`config.mk`:
```
export PLATFORM = sky130hd
export DESIGN_NAME = ttl_csum_update
export DESIGN_NICKNAME = d
export VERILOG_FILES = /design/src/rtl/ttl_csum_update_pkg.sv /design/src/rtl/ttl_csum_update_skid.sv /design/src/rtl/ttl_csum_update.sv
export SDC_FILE = /design/constraint.sdc
export NUM_CORES = 2
export LEC_CHECK = 0
export BUFFER_PORTS_ARGS = -buffer_cell sky130_fd_sc_hd__buf_2
export CORE_UTILIZATION = 30
export DETAILED_ROUTE_END_ITERATION = 7
export PLACE_DENSITY = 0.55
export RECOVER_POWER = 25
export SLEW_MARGIN = 20
export SYNTH_ARGS = -nofsm -noshare
export SYNTH_HDL_FRONTEND = slang
export SYNTH_SLANG_ARGS = --single-unit
```
`constraint.sdc`:
```
create_clock -name AXI_ACLK -period 8.15 [get_ports AXI_ACLK]
set_clock_uncertainty 0.05 [all_clocks]
set_input_delay 0.4075 -clock AXI_ACLK [delete_from_list [all_inputs] [get_ports AXI_ACLK]]
set_output_delay 0.4075 -clock AXI_ACLK [all_outputs]
set_load 0.01 [all_outputs]
```
`src/rtl/ttl_csum_update_pkg.sv`:
```
// Shared constants, FSM state type and the incremental IPv4 checksum helper
// for the TTL decrement / checksum rewrite stage.
package ttl_csum_update_pkg;

  localparam int unsigned ETHERTYPE_HI = 159;
  localparam int unsigned ETHERTYPE_LO = 144;
  localparam int unsigned VER_HI       = 143;
  localparam int unsigned VER_LO       = 140;
  localparam int unsigned TTL_HI       = 79;
  localparam int unsigned TTL_LO       = 72;
  localparam int unsigned PROTO_HI     = 71;
  localparam int unsigned PROTO_LO     = 64;
  localparam int unsigned CSUM_HI      = 63;
  localparam int unsigned CSUM_LO      = 48;

  localparam logic [15:0] ETH_IPV4      = 16'h0800;
  // Odd port bits of the one-hot port vectors are CPU queues
  localparam logic [7:0]  CPU_PORT_MASK = 8'hAA;

  typedef enum logic {
    HDR  = 1'b0,
    BODY = 1'b1
  } state_t;

  // RFC 1624 eq. 3: HC' = ~(~HC + ~m + m'), carries folded back twice
  function automatic logic [15:0] csum_incr(input logic [15:0] hc,
                                            input logic [15:0] m_old,
                                            input logic [15:0] m_new);
    logic [17:0] sum;
    logic [16:0] fold1;
    logic [15:0] fold2;
    sum   = {2'b00, ~hc} + {2'b00, ~m_old} + {2'b00, m_new};
    fold1 = {1'b0, sum[15:0]} + {15'b0, sum[17:16]};
    fold2 = fold1[15:0] + {15'b0, fold1[16]};
    return ~fold2;
  endfunction

endpackage

```
`src/rtl/ttl_csum_update_skid.sv`:
```
// Two-entry AXI4-Stream skid buffer (main + skid register) with a registered
// ready, giving one-cycle latency and full throughput.
module axis_skid_buffer #(
  parameter int unsigned W = 8
) (
  input  logic         clk_i,
  input  logic         rst_i,
  input  logic [W-1:0] s_data_i,
  input  logic         s_valid_i,
  output logic         s_ready_o,
  output logic [W-1:0] m_data_o,
  output logic         m_valid_o,
  input  logic         m_ready_i
);

  logic [W-1:0] main_data_q, main_data_d;
  logic [W-1:0] skid_data_q, skid_data_d;
  logic         main_valid_q, main_valid_d;
  logic         skid_valid_q, skid_valid_d;
  logic         ready_q, ready_d;
  logic         accept;

  assign accept = s_valid_i & ready_q;

  always_comb begin
    main_data_d  = main_data_q;
    main_valid_d = main_valid_q;
    skid_data_d  = skid_data_q;
    skid_valid_d = skid_valid_q;
    if (!main_valid_q || m_ready_i) begin
      // Skid entry drains first so beat order is preserved
      if (skid_valid_q) begin
        main_data_d  = skid_data_q;
        main_valid_d = 1'b1;
        skid_valid_d = 1'b0;
      end else begin
        main_valid_d = accept;
        if (accept) main_data_d = s_data_i;
      end
    end else if (accept) begin
      skid_data_d  = s_data_i;
      skid_valid_d = 1'b1;
    end
    ready_d = !skid_valid_d;
  end

  always_ff @(posedge clk_i) begin
    if (rst_i) begin
      main_data_q  <= '0;
      skid_data_q  <= '0;
      main_valid_q <= 1'b0;
      skid_valid_q <= 1'b0;
      ready_q      <= 1'b1;
    end else begin
      main_data_q  <= main_data_d;
      skid_data_q  <= skid_data_d;
      main_valid_q <= main_valid_d;
      skid_valid_q <= skid_valid_d;
      ready_q      <= ready_d;
    end
  end

  assign s_ready_o = ready_q;
  assign m_data_o  = main_data_q;
  assign m_valid_o = main_valid_q;

endmodule

```
`src/rtl/ttl_csum_update.sv`:
```
// Decrements TTL and incrementally patches the IPv4 header checksum of
// MAC-to-MAC forwarded IPv4 packets; everything else passes through.
module ttl_csum_update
  import ttl_csum_update_pkg::*;
#(
  parameter int unsigned C_AXIS_DATA_WIDTH  = 256,
  parameter int unsigned C_AXIS_TUSER_WIDTH = 128,
  parameter int unsigned SRC_PORT_POS       = 16,
  parameter int unsigned DST_PORT_POS       = 24,
  parameter int unsigned C_CNT_WIDTH        = 32
) (
  input  logic                             AXI_ACLK,
  input  logic                             reset,
  input  logic [C_AXIS_DATA_WIDTH-1:0]     S_AXIS_TDATA,
  input  logic [C_AXIS_DATA_WIDTH/8-1:0]   S_AXIS_TSTRB,
  input  logic [C_AXIS_TUSER_WIDTH-1:0]    S_AXIS_TUSER,
  input  logic                             S_AXIS_TVALID,
  output logic                             S_AXIS_TREADY,
  input  logic                             S_AXIS_TLAST,
  output logic [C_AXIS_DATA_WIDTH-1:0]     M_AXIS_TDATA,
  output logic [C_AXIS_DATA_WIDTH/8-1:0]   M_AXIS_TSTRB,
  output logic [C_AXIS_TUSER_WIDTH-1:0]    M_AXIS_TUSER,
  output logic                             M_AXIS_TVALID,
  input  logic                             M_AXIS_TREADY,
  output logic                             M_AXIS_TLAST,
  input  logic                             clear_counters,
  output logic [C_CNT_WIDTH-1:0]           pkt_count,
  output logic [C_CNT_WIDTH-1:0]           ttl_dec_count
);

  localparam int unsigned STRB_W = C_AXIS_DATA_WIDTH / 8;
  localparam int unsigned SKID_W = 1 + C_AXIS_TUSER_WIDTH + STRB_W + C_AXIS_DATA_WIDTH;

  state_t                   state_q, state_d;
  logic                     accept;
  logic                     s_ready;
  logic                     eligible;
  logic                     rewrite;
  logic [7:0]               src_ports, dst_ports;
  logic [7:0]               ttl, ttl_new, proto;
  logic [15:0]              hc;
  logic [C_AXIS_DATA_WIDTH-1:0] tdata_mod;
  logic [C_CNT_WIDTH-1:0]   pkt_count_q, ttl_dec_count_q;
  logic [SKID_W-1:0]        skid_out;

  assign accept    = S_AXIS_TVALID & s_ready;
  assign src_ports = S_AXIS_TUSER[SRC_PORT_POS +: 8];
  assign dst_ports = S_AXIS_TUSER[DST_PORT_POS +: 8];
  assign ttl       = S_AXIS_TDATA[TTL_HI:TTL_LO];
  assign proto     = S_AXIS_TDATA[PROTO_HI:PROTO_LO];
  assign hc        = S_AXIS_TDATA[CSUM_HI:CSUM_LO];
  assign ttl_new   = ttl - 8'd1;

  assign eligible = (S_AXIS_TDATA[ETHERTYPE_HI:ETHERTYPE_LO] == ETH_IPV4) &&
                    (S_AXIS_TDATA[VER_HI:VER_LO] == 4'd4) &&
                    (ttl >= 8'd2) &&
                    ((src_ports & CPU_PORT_MASK) == 8'h00) &&
                    (dst_ports != 8'h00) &&
                    ((dst_ports & CPU_PORT_MASK) == 8'h00);

  always_ff @(posedge AXI_ACLK) begin
    if (reset) state_q <= HDR;
    else       state_q <= state_d;
  end

  always_comb begin
    state_d = state_q;
    case (state_q)
      HDR:  if (accept && !S_AXIS_TLAST) state_d = BODY;
      BODY: if (accept &&  S_AXIS_TLAST) state_d = HDR;
    endcase
  end

  // Rewrite is applied before buffering so the skid buffer only moves data
  always_comb begin
    rewrite   = (state_q == HDR) && eligible;
    tdata_mod = S_AXIS_TDATA;
    if (rewrite) begin
      tdata_mod[TTL_HI:TTL_LO]   = ttl_new;
      tdata_mod[CSUM_HI:CSUM_LO] = csum_incr(hc, {ttl, proto}, {ttl_new, proto});
    end
  end

  always_ff @(posedge AXI_ACLK) begin
    if (reset || clear_counters) begin
      pkt_count_q     <= '0;
      ttl_dec_count_q <= '0;
    end else begin
      if (accept && S_AXIS_TLAST) pkt_count_q     <= pkt_count_q + C_CNT_WIDTH'(1);
      if (accept && rewrite)      ttl_dec_count_q <= ttl_dec_count_q + C_CNT_WIDTH'(1);
    end
  end

  assign pkt_count     = pkt_count_q;
  assign ttl_dec_count = ttl_dec_count_q;

  axis_skid_buffer #(
    .W(SKID_W)
  ) u_skid (
    .clk_i     (AXI_ACLK),
    .rst_i     (reset),
    .s_data_i  ({S_AXIS_TLAST, S_AXIS_TUSER, S_AXIS_TSTRB, tdata_mod}),
    .s_valid_i (S_AXIS_TVALID),
    .s_ready_o (s_ready),
    .m_data_o  (skid_out),
    .m_valid_o (M_AXIS_TVALID),
    .m_ready_i (M_AXIS_TREADY)
  );

  assign S_AXIS_TREADY = s_ready;
  assign {M_AXIS_TLAST, M_AXIS_TUSER, M_AXIS_TSTRB, M_AXIS_TDATA} = skid_out;

endmodule

```
==> out/results.md <==
- finished, violations left — status
- max-capacitance violations, max-slew violations — violations in the final reports
- 0.124 ns — worst hold margin
- 6.77 ns — measured slew at the worst slew-check pin
- 197000 µm — global-route wire length before repair
- 56100 µm — Metal-1 WL
- 0.200 — GRT Util Overall
- 0 ns — Setup Total Neg Slack
- 4.77 — number of vias per cell after detailed routing
- 0.000166 V — Peak supply drop
- 34300 — via count
- 4366 — synthesized netlist cell count
- in2reg — HP Class
- 0 — remaining design rule violation count
- 0.146 — combinational share of power
- 904 — Port Buffer Count
- done — TritonCTS clock tree
- dlygate4sd3_1 — cell at the slowest stage of the critical path
- 0 — number of flops mapped to enable cells by yosys
- 355 µm — height of the die
- 0.06 ns — clock-pin slew of the registers on the worst-case setup and hold paths
- dfxtp_1 — top flip-flop cell by instance count after synthesis
- 132000 µm — wire length after detailed routing
- 37300 µm² — Mapped Area
- 902 — flops & latches, synth
- 7.99 mW — Internal
- 0.276 — Sw Ratio
- 129 — FP Rows
- 0.52 ns — Largest stage delay, worst path
- 90100 µm — half-perimeter wire length of the detailed placement result
- 0 — Final Hold Fails
- 0.405 — utilization after layout
- 43100 µm² — area after detailed placement
- 0 — Yosys warnings
- met5 — top metal layer carrying routed signals
- flop — sort of element at the end of the critical path
- 3.04 mW — Net Sw Power
- 50000 µm² — Non-Filler Cell Area, Final
- 32100 — via count of the first global-routing pass
- 18.3 nW — static leakage
- 69 — Cell variety after synth
- 8.08 ns — Arrival @ worst endpoint
- 0 — post-cts sizing count
- 0.142 — proportion of layout cells with a drive suffix above 1
- 0.302 — starting utilization of the core area
- 4831 — number of nets produced by synthesis
- in2reg — Crit Path Class
- 18.4 µm — routed wire length per instance
- 104 — cts bufs inserted
- clkbuf_16 — clk root buf
- primary input — startpoint type of the worst setup path
- 2255 — Detailed Route Iter0 Violations
- 33.9% — area growth from synthesis to final layout
- 5925 — final net count
- -3.51 — Relative slew margins
- 10 — antenna violations before repair
- 0.433 — Sequential Power Share
- 902 — Clock Sinks
- 177 — pin count of the biggest net entering global routing
- 8 — worst-path fanout max
- 123000 µm² — core box area
- 1 — reported max-cap violation count
- ha_1 — most used cell along the critical path
- 3 — maximum number of buffers from clock root to sink
- 0.878 — final RePlAce weighted congestion
- 905 — io pins
- 126000 µm² — area of the die
- 221 nW/µm² — Power Dens Cells
- 0 — leftover overflow at the end of global routing
- 8.55 µm² — synthesized area divided by synthesized cell count
- 8.75 ns — Req. time, crit path
- 6 — count of TritonRoute iterations in the first routing pass
- 0 — final setup violation count
- 0 — number of nets with antenna violations after detailed routing
- 11.0 mW — Total Power
- 0.918 — period utilisation layout
- 61900 µm — routed length on met2
- 0.484 — sequential fraction of the synthesis area
- 9580 µm — DR WL met3
- 0 — asr flop ratio synth
- 136 — count of final max-slew check failures
- 0.70 ns — insertion delay to the later sink of the worst-skew pair
- 0.421 — proportion of power drawn by the clock network
- no — RSZ-0062 raised after global routing
- 3 — maximum level of the CTS H-tree
- 355 µm — Die X
- 7.48 ns — final critical path time including I/O delays and setup
- 134 MHz — fmax
## layer usage
metal / global-route usage / up-vias
met5: 0 / -
met4: 0.0814 / 4
met3: 0.0539 / 195
met2: 0.328 / 883
met1: 0.247 / 15900
li1: - / 17200
## final cells by class
cell class,count,area (µm²)
Antenna cell,7,17.5
Multi-Input combinational cell,3085,17900
Fill cell,12600,73500
Inverter,37,139
Sequential cell,902,18100
Timing Repair Buffer,1330,8430
Clock inverter,21,236
Clock buffer,162,3160
Tap cell,1637,2050
## cell usage after synthesis (6+ instances only)
library cell / count / share of area
nand4_1: 14 / 0.0023
nor2_1: 516 / 0.052
nor2b_1: 6 / 0.0010
ha_1: 41 / 0.014
nand3_1: 28 / 0.0038
nor3_1: 17 / 0.0023
a211oi_1: 414 / 0.083
mux2i_1: 408 / 0.11
or2_2: 12 / 0.0020
clkbuf_1: 326 / 0.033
o21ai_0: 52 / 0.0070
and3_1: 15 / 0.0025
a21oi_1: 448 / 0.060
nand2_1: 898 / 0.090
buf_1: 14 / 0.0014
xnor2_1: 39 / 0.0092
nor4_1: 9 / 0.0015
dfxtp_1: 902 / 0.48
inv_1: 36 / 0.0036
or3_1: 22 / 0.0037
xor2_1: 55 / 0.013
## cells in the final DEF, fill, tap and decap left out, types with 52 or more instances in the layout
cell / n
a211oi_1: 414
a21oi_1: 448
buf_2: 564
clkbuf_1: 366
clkbuf_16: 106
dfxtp_1: 901
dlygate4sd3_1: 393
mux2i_1: 408
nand2_1: 897
nor2_1: 514
o21ai_0: 52
xor2_1: 55
## worst paths after layout
path | from | endpoint | slack (ns) | depth (start not counted)
setup / recovery | S_AXIS_TDATA[69] | u_skid.skid_data_q[60] | 0.67 | 33
hold / removal | S_AXIS_TDATA[55] | u_skid.skid_data_q[55] | 0.12 | 3
setup reg to reg | flop | ttl_dec_count[31] | 4.23 | 12
hold reg to reg | u_skid.m_data_o[72] | u_skid.m_data_o[72] | 0.40 | 2
## flip-flops by register name (all words and copies together) (netlist names), named ones only
name and count:
pkt_count 32, ttl_dec_count 32, u_skid.m_data_o 417, u_skid.skid_valid_q 1
u_skid.s_ready_o 1, u_skid.skid_data_q 417, u_skid.m_valid_o 1
## kinds of logic (layout without fill, tap and decap cells)
logic type,Yosys count,count (layout),share of synthesized area
compound gates,970,970,0.163
other cells,0,7,0
fa+ha+maj,43,43,0.0148
mux,408,408,0.109
buf+inv,379,1550,0.0382
flops,902,902,0.484
xor+xnor,95,95,0.0227
simple gates,1569,1569,0.168
## critical path: cells and delay by family
| kind | cells | cell delay (ns) |
|---|---|---|
| compound gates | 9 | 2.32 |
| xor+xnor | 3 | 0.51 |
| fa+ha+maj | 6 | 1.48 |
| buf+inv | 5 | 0.92 |
| simple gates | 10 | 2.45 |
## power by group through the flow
stage          Clock [mW]  Combinational (mW)  Sequential (mW)
2_1_floorplan           0               0.790             4.94
3_3_place_gp            0                1.47             4.86
3_5_place_dp            0                1.49             4.87
4_1_cts              4.78                1.66             4.77
5_1_grt              4.96                1.76             4.81
6_report             4.64                1.61             4.78
## timing repair
| item | CTS | global route |
|---|---|---|
| hold endpoints to repair | 715 | 0 |
| buffers inserted | 0 | 0 |
| hold buffers | 393 | 0 |
## stage by stage
step	worst slack (ns)	std cells
CTS	0.860	7174
global route	0.112	7179
floorplan	1.50	4366
global placement	0.603	6598
detailed placement	0.571	6598
finish	0.669	7181
No activity file was read; power rests on OpenSTA's default activity.
